===== src/rtl/exa_crosb_pkg.sv =====
// Shared types and helpers for the crossbar input-side VC arbitration.
package exa_crosb_pkg;

  typedef enum logic {IDLE, XFER} vc_arb_state_t;

  // VC index k = class * vcs + in-class index
  function automatic int vc_class(input int k, input int vcs);
    return k / vcs;
  endfunction

  function automatic int vc_sub(input int k, input int vcs);
    return k % vcs;
  endfunction

endpackage


===== src/rtl/exa_crosb_rr_picker.sv =====
// Round-robin first-one picker: lowest set request at or after ptr, wrapping.
module exa_crosb_rr_picker #(
  parameter int width = 2,
  parameter int ptr_w = (width > 1) ? $clog2(width) : 1
) (
  input  logic [width-1:0] req,
  input  logic [ptr_w-1:0] ptr,
  output logic             any,
  output logic [ptr_w-1:0] idx
);

  logic [ptr_w-1:0] j;

  // Scan farthest offset first so the nearest request to ptr is the last write.
  always_comb begin
    idx = '0;
    j   = '0;
    for (int i = width - 1; i >= 0; i--) begin
      j = ptr_w'((int'(ptr) + i) % width);
      if (req[j]) idx = j;
    end
  end

  assign any = |req;

endmodule


===== src/rtl/exa_crosb_input_vc_arbiter.sv =====
// Per-input VC arbiter: strict priority across classes, round-robin within a class,
// packet lock. Optional anti-starvation guard under EXA_CROSB_VC_ARB_STARVE_GUARD_EN.
//
// state | meaning
// IDLE  | no packet locked; arbitrate among eligible VCs
// XFER  | locked on o_selected_vc until its tail beat is dequeued
module exa_crosb_input_vc_arbiter
  import exa_crosb_pkg::*;
#(
  parameter int prio_num   = 2,
  parameter int vc_num     = 2,
  parameter int output_num = 4,
  parameter int logVcPrio  = $clog2(prio_num * vc_num),
  parameter int logOutput  = $clog2(output_num)
`ifdef EXA_CROSB_VC_ARB_STARVE_GUARD_EN
  , parameter int STARVE_LIMIT = 8
`endif
) (
  input  logic                                       Clk,
  input  logic                                       Reset,
  input  logic [prio_num*vc_num-1:0]                 i_has_packet,
  input  logic [prio_num*vc_num-1:0][logOutput-1:0]  i_dests,
  input  logic                                       i_tlast,
  input  logic [output_num-1:0][prio_num*vc_num-1:0] i_dest_ready,
  input  logic                                       i_out_tready,
  output logic [logVcPrio-1:0]                       o_selected_vc,
  output logic                                       o_cts,
  output logic                                       o_req_valid,
  output logic [logOutput-1:0]                       o_req_dest,
  output logic                                       o_prio
);

  localparam int N   = prio_num * vc_num;
  localparam int VW  = (vc_num > 1) ? $clog2(vc_num) : 1;
  localparam int PRW = (prio_num > 1) ? $clog2(prio_num) : 1;

  vc_arb_state_t                 state;
  logic [N-1:0]                  eligible;
  logic [prio_num-1:0]           class_any;
  logic [prio_num-1:0][VW-1:0]   class_win;
  logic [prio_num-1:0][VW-1:0]   rr_ptr;
  logic [PRW-1:0]                win_class;
  logic [PRW-1:0]                sel_class;
  logic [logVcPrio-1:0]          winner;
  logic [VW-1:0]                 rr_next;
  logic                          tail;

  always_comb begin
    eligible = '0;
    for (int k = 0; k < N; k++) begin
      eligible[k] = i_has_packet[k] & i_dest_ready[i_dests[k]][k];
    end
  end

  for (genvar p = 0; p < prio_num; p++) begin : g_class
    exa_crosb_rr_picker #(
      .width (vc_num),
      .ptr_w (VW)
    ) u_pick (
      .req (eligible[p*vc_num +: vc_num]),
      .ptr (rr_ptr[p]),
      .any (class_any[p]),
      .idx (class_win[p])
    );
  end

`ifdef EXA_CROSB_VC_ARB_STARVE_GUARD_EN
  localparam int SCW = $clog2(STARVE_LIMIT + 1);
  logic [SCW-1:0] starve_cnt;
  logic           starve_hit;

  assign starve_hit = starve_cnt >= SCW'(STARVE_LIMIT);

  // Counts higher-class wins that bypassed a waiting class 0; saturates at the limit.
  always_ff @(posedge Clk or posedge Reset) begin
    if (Reset) begin
      starve_cnt <= '0;
    end else if (state == IDLE && |class_any) begin
      if (win_class == '0) starve_cnt <= '0;
      else if (class_any[0] && !starve_hit) starve_cnt <= starve_cnt + 1'b1;
    end
  end
`endif

  always_comb begin
    win_class = '0;
    for (int p = 0; p < prio_num; p++) begin
      if (class_any[p]) win_class = PRW'(p);
    end
`ifdef EXA_CROSB_VC_ARB_STARVE_GUARD_EN
    if (starve_hit && class_any[0]) win_class = '0;
`endif
  end

  assign winner    = logVcPrio'(int'(win_class) * vc_num + int'(class_win[win_class]));
  assign sel_class = PRW'(vc_class(int'(o_selected_vc), vc_num));
  assign rr_next   = VW'((vc_sub(int'(o_selected_vc), vc_num) + 1) % vc_num);

  assign o_req_valid = (state == XFER);
  assign o_cts       = (state == XFER) & i_out_tready & i_has_packet[o_selected_vc];
  assign o_prio      = int'(o_selected_vc) >= vc_num;
  assign tail        = o_cts & i_tlast;

  always_ff @(posedge Clk or posedge Reset) begin
    if (Reset) begin
      state         <= IDLE;
      o_selected_vc <= '0;
      o_req_dest    <= '0;
      rr_ptr        <= '0;
    end else begin
      case (state)
        IDLE: begin
          if (|class_any) begin
            o_selected_vc <= winner;
            o_req_dest    <= i_dests[winner];
            state         <= XFER;
          end
        end
        XFER: begin
          if (tail) begin
            rr_ptr[sel_class] <= rr_next;
            state             <= IDLE;
          end
        end
        default: state <= IDLE;
      endcase
    end
  end

endmodule


===== config.mk =====
export PLATFORM = sky130hd
export DESIGN_NAME = exa_crosb_input_vc_arbiter
export DESIGN_NICKNAME = d
export VERILOG_FILES = /design/src/rtl/exa_crosb_pkg.sv /design/src/rtl/exa_crosb_rr_picker.sv /design/src/rtl/exa_crosb_input_vc_arbiter.sv
export SDC_FILE = /design/constraint.sdc
export NUM_CORES = 1
export LEC_CHECK = 0
export BUFFER_PORTS_ARGS = -buffer_cell sky130_fd_sc_hd__buf_2
export CORE_MARGIN = 2
export CORE_UTILIZATION = 30
export DETAILED_ROUTE_END_ITERATION = 8
export SLEW_MARGIN = 10
export SYNTH_ARGS = -nofsm -noshare
export SYNTH_HDL_FRONTEND = slang
export SYNTH_SLANG_ARGS = --single-unit

===== constraint.sdc =====
create_clock -name Clk -period 2.1 [get_ports Clk]
set_clock_uncertainty 0.1 [all_clocks]
set_input_delay 0.63 -clock Clk [delete_from_list [all_inputs] [get_ports Clk]]
set_output_delay 0.63 -clock Clk [all_outputs]
set_load 0.01 [all_outputs]

==> qor.yml, run 1 <==
final.period_utilization_pct: 97.8
final_nets: 157
path_clk_slew_ns: 0.05
critPathTopFamily: "flip-flops"
synth_area_um2: 677
io_buffers: 38
grt_pass1_vias: 721
hold_violations: 0
clk_latency_ns: 0.25
p_leak_nw: 0.493
coreArea_um2: 2170
fmax_ghz: 0.487
synthesis.nets: 105
io_pins: 39
synth_warnings: 0
grt_max_degree: 9
gr-total-overflow: 0
worst_setup_path_end_kind: "output pin"
dieArea_um2: 2650
synth-seq-cells: 7
drv_slew: 0
startpoint_type: "flop"
synth_cells: 73
critical_path.max_fanout: 4
hold_path.class: "in2async"
rsz0062_at_grt: "yes"
avgSynthCellArea_um2: 9.27
fill_cells: 231
syn_to_final_growth_pct: 48.4
htreeDepth: 1
worst_slew_pin_slew_ns: 0.292
clock_sink_count: 7
first_iter_violations: 15
wl_per_cell_um: 11.9
dp_cells: 147
die_w_um: 51.5
drive_gt1_share_pct: 54.0
die_y_um: 51.5
status: "finished, final reports clean"
grt_pass1_wl_mm: 3.09
finalWeightedCongestion: 0.884
setup-violations-final: 0
ant_nets: 0
critPathSlowestCell: "dfrtp_2"
cts_buffers: 3
firstDrtPassIters: 4
power_density_nw_per_um2: 804
vdd_ir_drop_max_uv: 630
finish.utilization_pct: 46.3
globalRouteTotalUtil_pct: 15.2
antenna_found_initial: 0
cpPeakStageDelay_ns: 0.44
cp.required_ns: 1.37
ys_seq_area_share_pct: 25.9
vias: 757
fin_cells: 152
cp_cell_sequence: "mux2_4 > o21a_1 > buf_2"
tritoncts: "built"
row_count: 17
cts_root_buf: "clkbuf_4"
insertedDiodeCount: 0
cap_viol_max_count: 0
post-route-min-period_ns: 2.05
worst-path-buf-inv: 1
drc: 0
vias_per_cell: 4.98
synth_cell_types: 38
crit_arrival_ns: 1.32
crit_type: "reg2out"
dp_hpwl_mm: 1.56
drt_wl_total_mm: 1.82
ctsLongestPathBuffers: 2
start_util_pct: 31.2
slew_headroom_pct: 79.9
[path summary, 6_finish.rpt]
kind                                       start          endpoint  slack [ns]  depth (start not counted)
worst min-delay path                       Reset         rr_ptr[0]        0.21                          2
max in group asynchronous                  Reset  o_selected_vc[0]        1.45                          2
worst max register to register  o_selected_vc[0]         rr_ptr[0]        0.55                          5
min in group Clk                o_selected_vc[0]         rr_ptr[1]        0.46                          1
worst min register to register  o_selected_vc[0]         rr_ptr[1]        0.46                          1
worst max-delay path            o_selected_vc[0]             o_cts        0.05                          3
[sequential cells by signal, summed over array words and instances, names as in the netlist]
register / count
o_req_dest: 2
o_req_valid: 1
o_selected_vc: 2
rr_ptr: 2
[power by group]
part / total [mW] / switching, mW / internal, mW / leakage (nW)
registers: 0.264 / 0.0638 / 0.200 / 0.0780
clock network: 0.124 / 0.0514 / 0.0726 / 0.0150
logic: 0.420 / 0.205 / 0.215 / 0.400
total: 0.808 / 0.321 / 0.487 / 0.493
[kinds of logic after synthesis]
family	Yosys count	synth area share, %
and+or+nand+nor	25	21.6
muxes	11	19.4
AOI/OAI and AO/OA	23	28.7
DFF	7	25.9
buffers and inverters	7	4.44
[what timing repair did]
action | 4_1_cts | 5_1_grt
setup buffers | 1 | 0
setup endpoints to repair | 1 | 1
resized for setup | 1 | 1
hold buffers | 0 | 0
[per-stage QoR]
stage / hold slack (ns) / power, mW / instance area [um^2] / TNS, ns / setup slack, ns
detailed placement: 0.452 / 0.664 / 966 / -0.0156 / -0.0156
global placement: 0.450 / 0.659 / 966 / 0 / 0.0141
floorplan: 0.333 / 0.503 / 677 / 0 / 0.218
CTS: 0.205 / 0.812 / 1000 / 0 / 0.0206
finish: 0.206 / 0.808 / 1000 / 0 / 0.0454
global route: 0.219 / 0.877 / 1000 / -0.00965 / -0.00965
[cell usage after synthesis, drive strengths merged]
cell,n,share of area (%)
mux2,4,7.2
nor3,1,1.5
buf,1,1.1
o21ai,3,2.2
a211oi,1,1.1
o2bb2ai,1,2.2
o32ai,1,1.3
a21oi,4,3.0
dfrtp,7,26
nor2,7,3.9
a41oi,1,1.3
a221oi,1,2.2
a211o,1,1.3
nand3,4,5.5
a32oi,2,3.7
inv,5,2.8
and2,2,2.0
mux4,1,3.3
nand4b,1,1.3
and2b,1,1.1
o22a,1,1.3
nand2,6,3.3
clkbuf,1,0.55
o22ai,1,0.92
a31o,1,1.3
a2bb2oi,1,1.3
mux2i,6,8.9
o21a,1,1.1
nand3b,1,1.1
a22oi,2,3.0
nand2b,2,1.8
o32a,1,1.5
[area by class of cell]
class / count / area, um^2 / share of cell area, %
inverters: 5 / 18.8 / 1.87
well taps: 28 / 35.0 / 3.49
multi-input cells: 59 / 475 / 47.3
flip-flops and latches: 7 / 176 / 17.6
clock buffers: 4 / 26.3 / 2.62
repair buffers: 49 / 273 / 27.1
[layer usage]
metal	routed length [um]	part of all wire, %	global-route usage, %	vias up
li1	-	-	-	380
met4	16	0.88	8.33	0
met5	0	0	0	-
met2	889	49	26.3	25
met3	107	5.9	1.44	2
met1	801	44	18.4	350
[placed cells by master (no fill, tap or decap), drive strengths merged, types with 3 or more instances in the layout]
cell	synthesis	routed
nand2	6	6
a21oi	4	4
mux2i	6	6
o21ai	3	3
nor2	7	7
buf	1	49
dfrtp	7	7
inv	5	5
mux2	4	4
nand3	4	4
clkbuf	1	4
Note: power is estimated with default switching activity, not from simulation.
==> inputs of run 2 (changes only) <==
- CORE_UTILIZATION: 30 -> 46
- PLACE_DENSITY: unset -> 0.83
- RECOVER_POWER: unset -> 25
==> run 2 against run 1 <==
The run now ends with negative setup slack left. Cell count shrank 7.9%. Global-route usage grew 9.0 points. Critical endpoint unchanged. Via count grew 4.6%. Largest power group unchanged. Highest routed layer unchanged. Largest cell class unchanged. Maximum frequency shrank 2.4%. Worst hold slack lost 0.024 ns. Clock power is essentially flat. Flip-flop and latch count is the same. Utilization grew 28 points. Worst setup slack lost 0.051 ns. Clock-buffer cell count shrank 1.
==> qor.yml, run 2 (same netlist as run 1, synthesis figures left out) <==
row_count: 13  # -4
use_met2_pct: 44.6  # +18 points
grt_busiest_layer: "met2"
finalWeightedCongestion: 0.846  # -4.3%
grt_pass1_wl_mm: 3.31  # +6.9%
p_int_mw: 0.493  # +1.1%
hold_violations: 0  # unchanged
rsz0062_at_grt: "yes"
slew_headroom_pct: 78.6  # -1.4 points
met3_usage_pct: 3.45  # +2.0 points
crit_arrival_ns: 1.38  # +0.06 ns
wl_per_cell_um: 14.7  # +23%
firstDrtPassIters: 4  # unchanged
drc: 0  # unchanged
setup-violations-final: 1  # +1
final_nets: 158  # +0.64%
switchingPower_mw: 0.344  # +7.4%
vdd_ir_drop_max_uv: 728  # +16%
fin_cells: 140  # -7.9%
fin_ws_ns: -0.00527  # -0.0507 ns
drv_slew: 0  # unchanged
antenna_found_initial: 0  # unchanged
p_clk_share_pct: 14.9  # -0.5 points
crit_type: "reg2out"
timing.rr.start: "o_selected_vc[0]"
grt_pass1_vias: 784  # +8.7%
cp-startpoint: "o_selected_vc[0]"
cp_cell_sequence: "mux2i_1 > a21oi_1 > o21a_1 > buf_2"
ant_nets: 0  # unchanged
power_frac_comb_pct: 53.7  # +1.7 points
dp_cells: 133  # -9.5%
worst_setup_path_end_kind: "output pin"
r2r_cells: 6  # +1
cp_num_cells: 4  # +1
cp.required_ns: 1.37  # about the same
fill_cells: 105  # -55%
syn_to_final_growth_pct: 47.3
start_util_pct: 50.8  # +20 points
swShare_pct: 41.2  # +1.4 points
clk_latency_ns: 0.26  # about the same
io_pins: 39  # unchanged
startpoint_type: "flop"
gr-total-overflow: 0  # unchanged
tritoncts: "built"
vias: 792  # +4.6%
cap_viol_max_count: 0  # unchanged
htreeDepth: 1  # unchanged
dieArea_um2: 1790  # -32%
drt_wl_total_mm: 2.05  # +13%
power_density_nw_per_um2: 839  # +4.4%
die_w_um: 42.4  # -18%
drive_gt1_share_pct: 55.2  # +1.2 points
io_buffers: 38  # unchanged
ctsLongestPathBuffers: 2  # unchanged
p_leak_nw: 0.501  # +1.6%
cts_buffers: 3  # unchanged
hold_path.class: "in2async"
reg_top3: "o_req_dest x2, o_selected_vc x2, rr_ptr x2"
worst-path-buf-inv: 1  # unchanged
status: "complete, but fails checks"
cpPeakStageDelay_ns: 0.44  # about the same
insertedDiodeCount: 0  # unchanged
first_iter_violations: 18  # +3
use_met1_pct: 27.0  # +8.6 points
critical_path.max_fanout: 3  # -1
path_clk_slew_ns: 0.06  # about the same
seqPwrFrac_pct: 31.3  # -1.3 points
fmax_ghz: 0.475  # -2.4%
clock_sink_count: 7  # unchanged
post-route-min-period_ns: 2.11  # +0.0507 ns
final_cell_mix: "buf_2, buf_4, nor2_1"
final_common_cell: "buf_2"
critPathSlowestCell: "dfrtp_2"
die_y_um: 42.4  # -18%
globalRouteTotalUtil_pct: 24.2  # +9.0 points
coreArea_um2: 1330  # -39%
violations: "negative setup slack"
critPathTopFamily: "flip-flops"
worst_slew_pin_slew_ns: 0.312  # +0.0199 ns
vias_per_cell: 5.66  # +14%
grt_max_degree: 9  # unchanged
final.period_utilization_pct: 100  # +2.4 points
cts_root_buf: "clkbuf_4"
dp_hpwl_mm: 1.62  # +4.2%
power_mw: 0.837  # +3.6%
[run 2: changes by cell type in the layout (fill, tap and decap cells not counted), sizes merged]
cell / previous run / this run
buf: 49 / 50
clkbuf: 4 / 3
clkinv: 0 / 1
[run 2: power by group through the flow]
stage / logic (mW) / registers (mW) / clock network (mW)
finish: 0.450 / 0.262 / 0.125
global route: 0.482 / 0.269 / 0.138
CTS: 0.438 / 0.259 / 0.129
detailed placement: 0.397 / 0.263 / 0
global placement: 0.383 / 0.262 / 0
floorplan: 0.230 / 0.273 / 0
[run 2: through the flow]
| step | worst slack, ns | utilization [%] | instance area, um^2 | setup TNS (ns) | hold slack [ns] |
|---|---|---|---|---|---|
| floorplan | 0.218 | - | 677 | 0 | 0.333 |
| global placement | -0.00740 | 70.6 | 942 | -0.00740 | 0.445 |
| detailed placement | -0.00302 | 70.6 | 942 | -0.00302 | 0.464 |
| CTS | -0.00635 | 74.2 | 990 | -0.00635 | 0.180 |
| global route | -0.0397 | 74.8 | 997 | -0.0397 | 0.205 |
| finish | -0.00527 | 74.8 | 997 | -0.00527 | 0.182 |
[run 2: repair_timing]
| item | 4_1_cts | 5_1_grt |
|---|---|---|
| setup buffers | 2 | 1 |
| setup endpoints to repair | 1 | 1 |
| pin swaps | 1 | 2 |
| endpoints found under the hold margin | 0 | 0 |
| gates resized for setup | 2 | 0 |
| hold buffers | 0 | 0 |
[run 2: worst paths after layout]
check,to,slack [ns]
worst max register to register,rr_ptr[0],0.44
min in group Clk,o_req_valid,0.48
worst min-delay path,o_req_dest[1],0.18
worst max-delay path,o_cts,-0.005
max in group asynchronous,o_selected_vc[0],1.49
worst min register to register,o_req_dest[1],0.48
[run 2: final cells by class]
type                       instances  area (um^2)  area share, %
clock buffer                       3         22.5           2.26
clock inverter                     1         5.00          0.502
inverter                           5         18.8           1.88
multi-input combinational         59          475           47.7
sequential                         7          176           17.7
tap                               15         18.8           1.88
timing repair buffer              50          280           28.1
[run 2: metal layers]
| layer | share of wire, % | vias up | routed length (um) |
|---|---|---|---|
| li1 | - | 381 | - |
| met1 | 39 | 363 | 801 |
| met2 | 53 | 46 | 1080 |
| met3 | 7.3 | 2 | 149 |
| met4 | 0.97 | 0 | 20 |
| met5 | 0 | - | 0 |
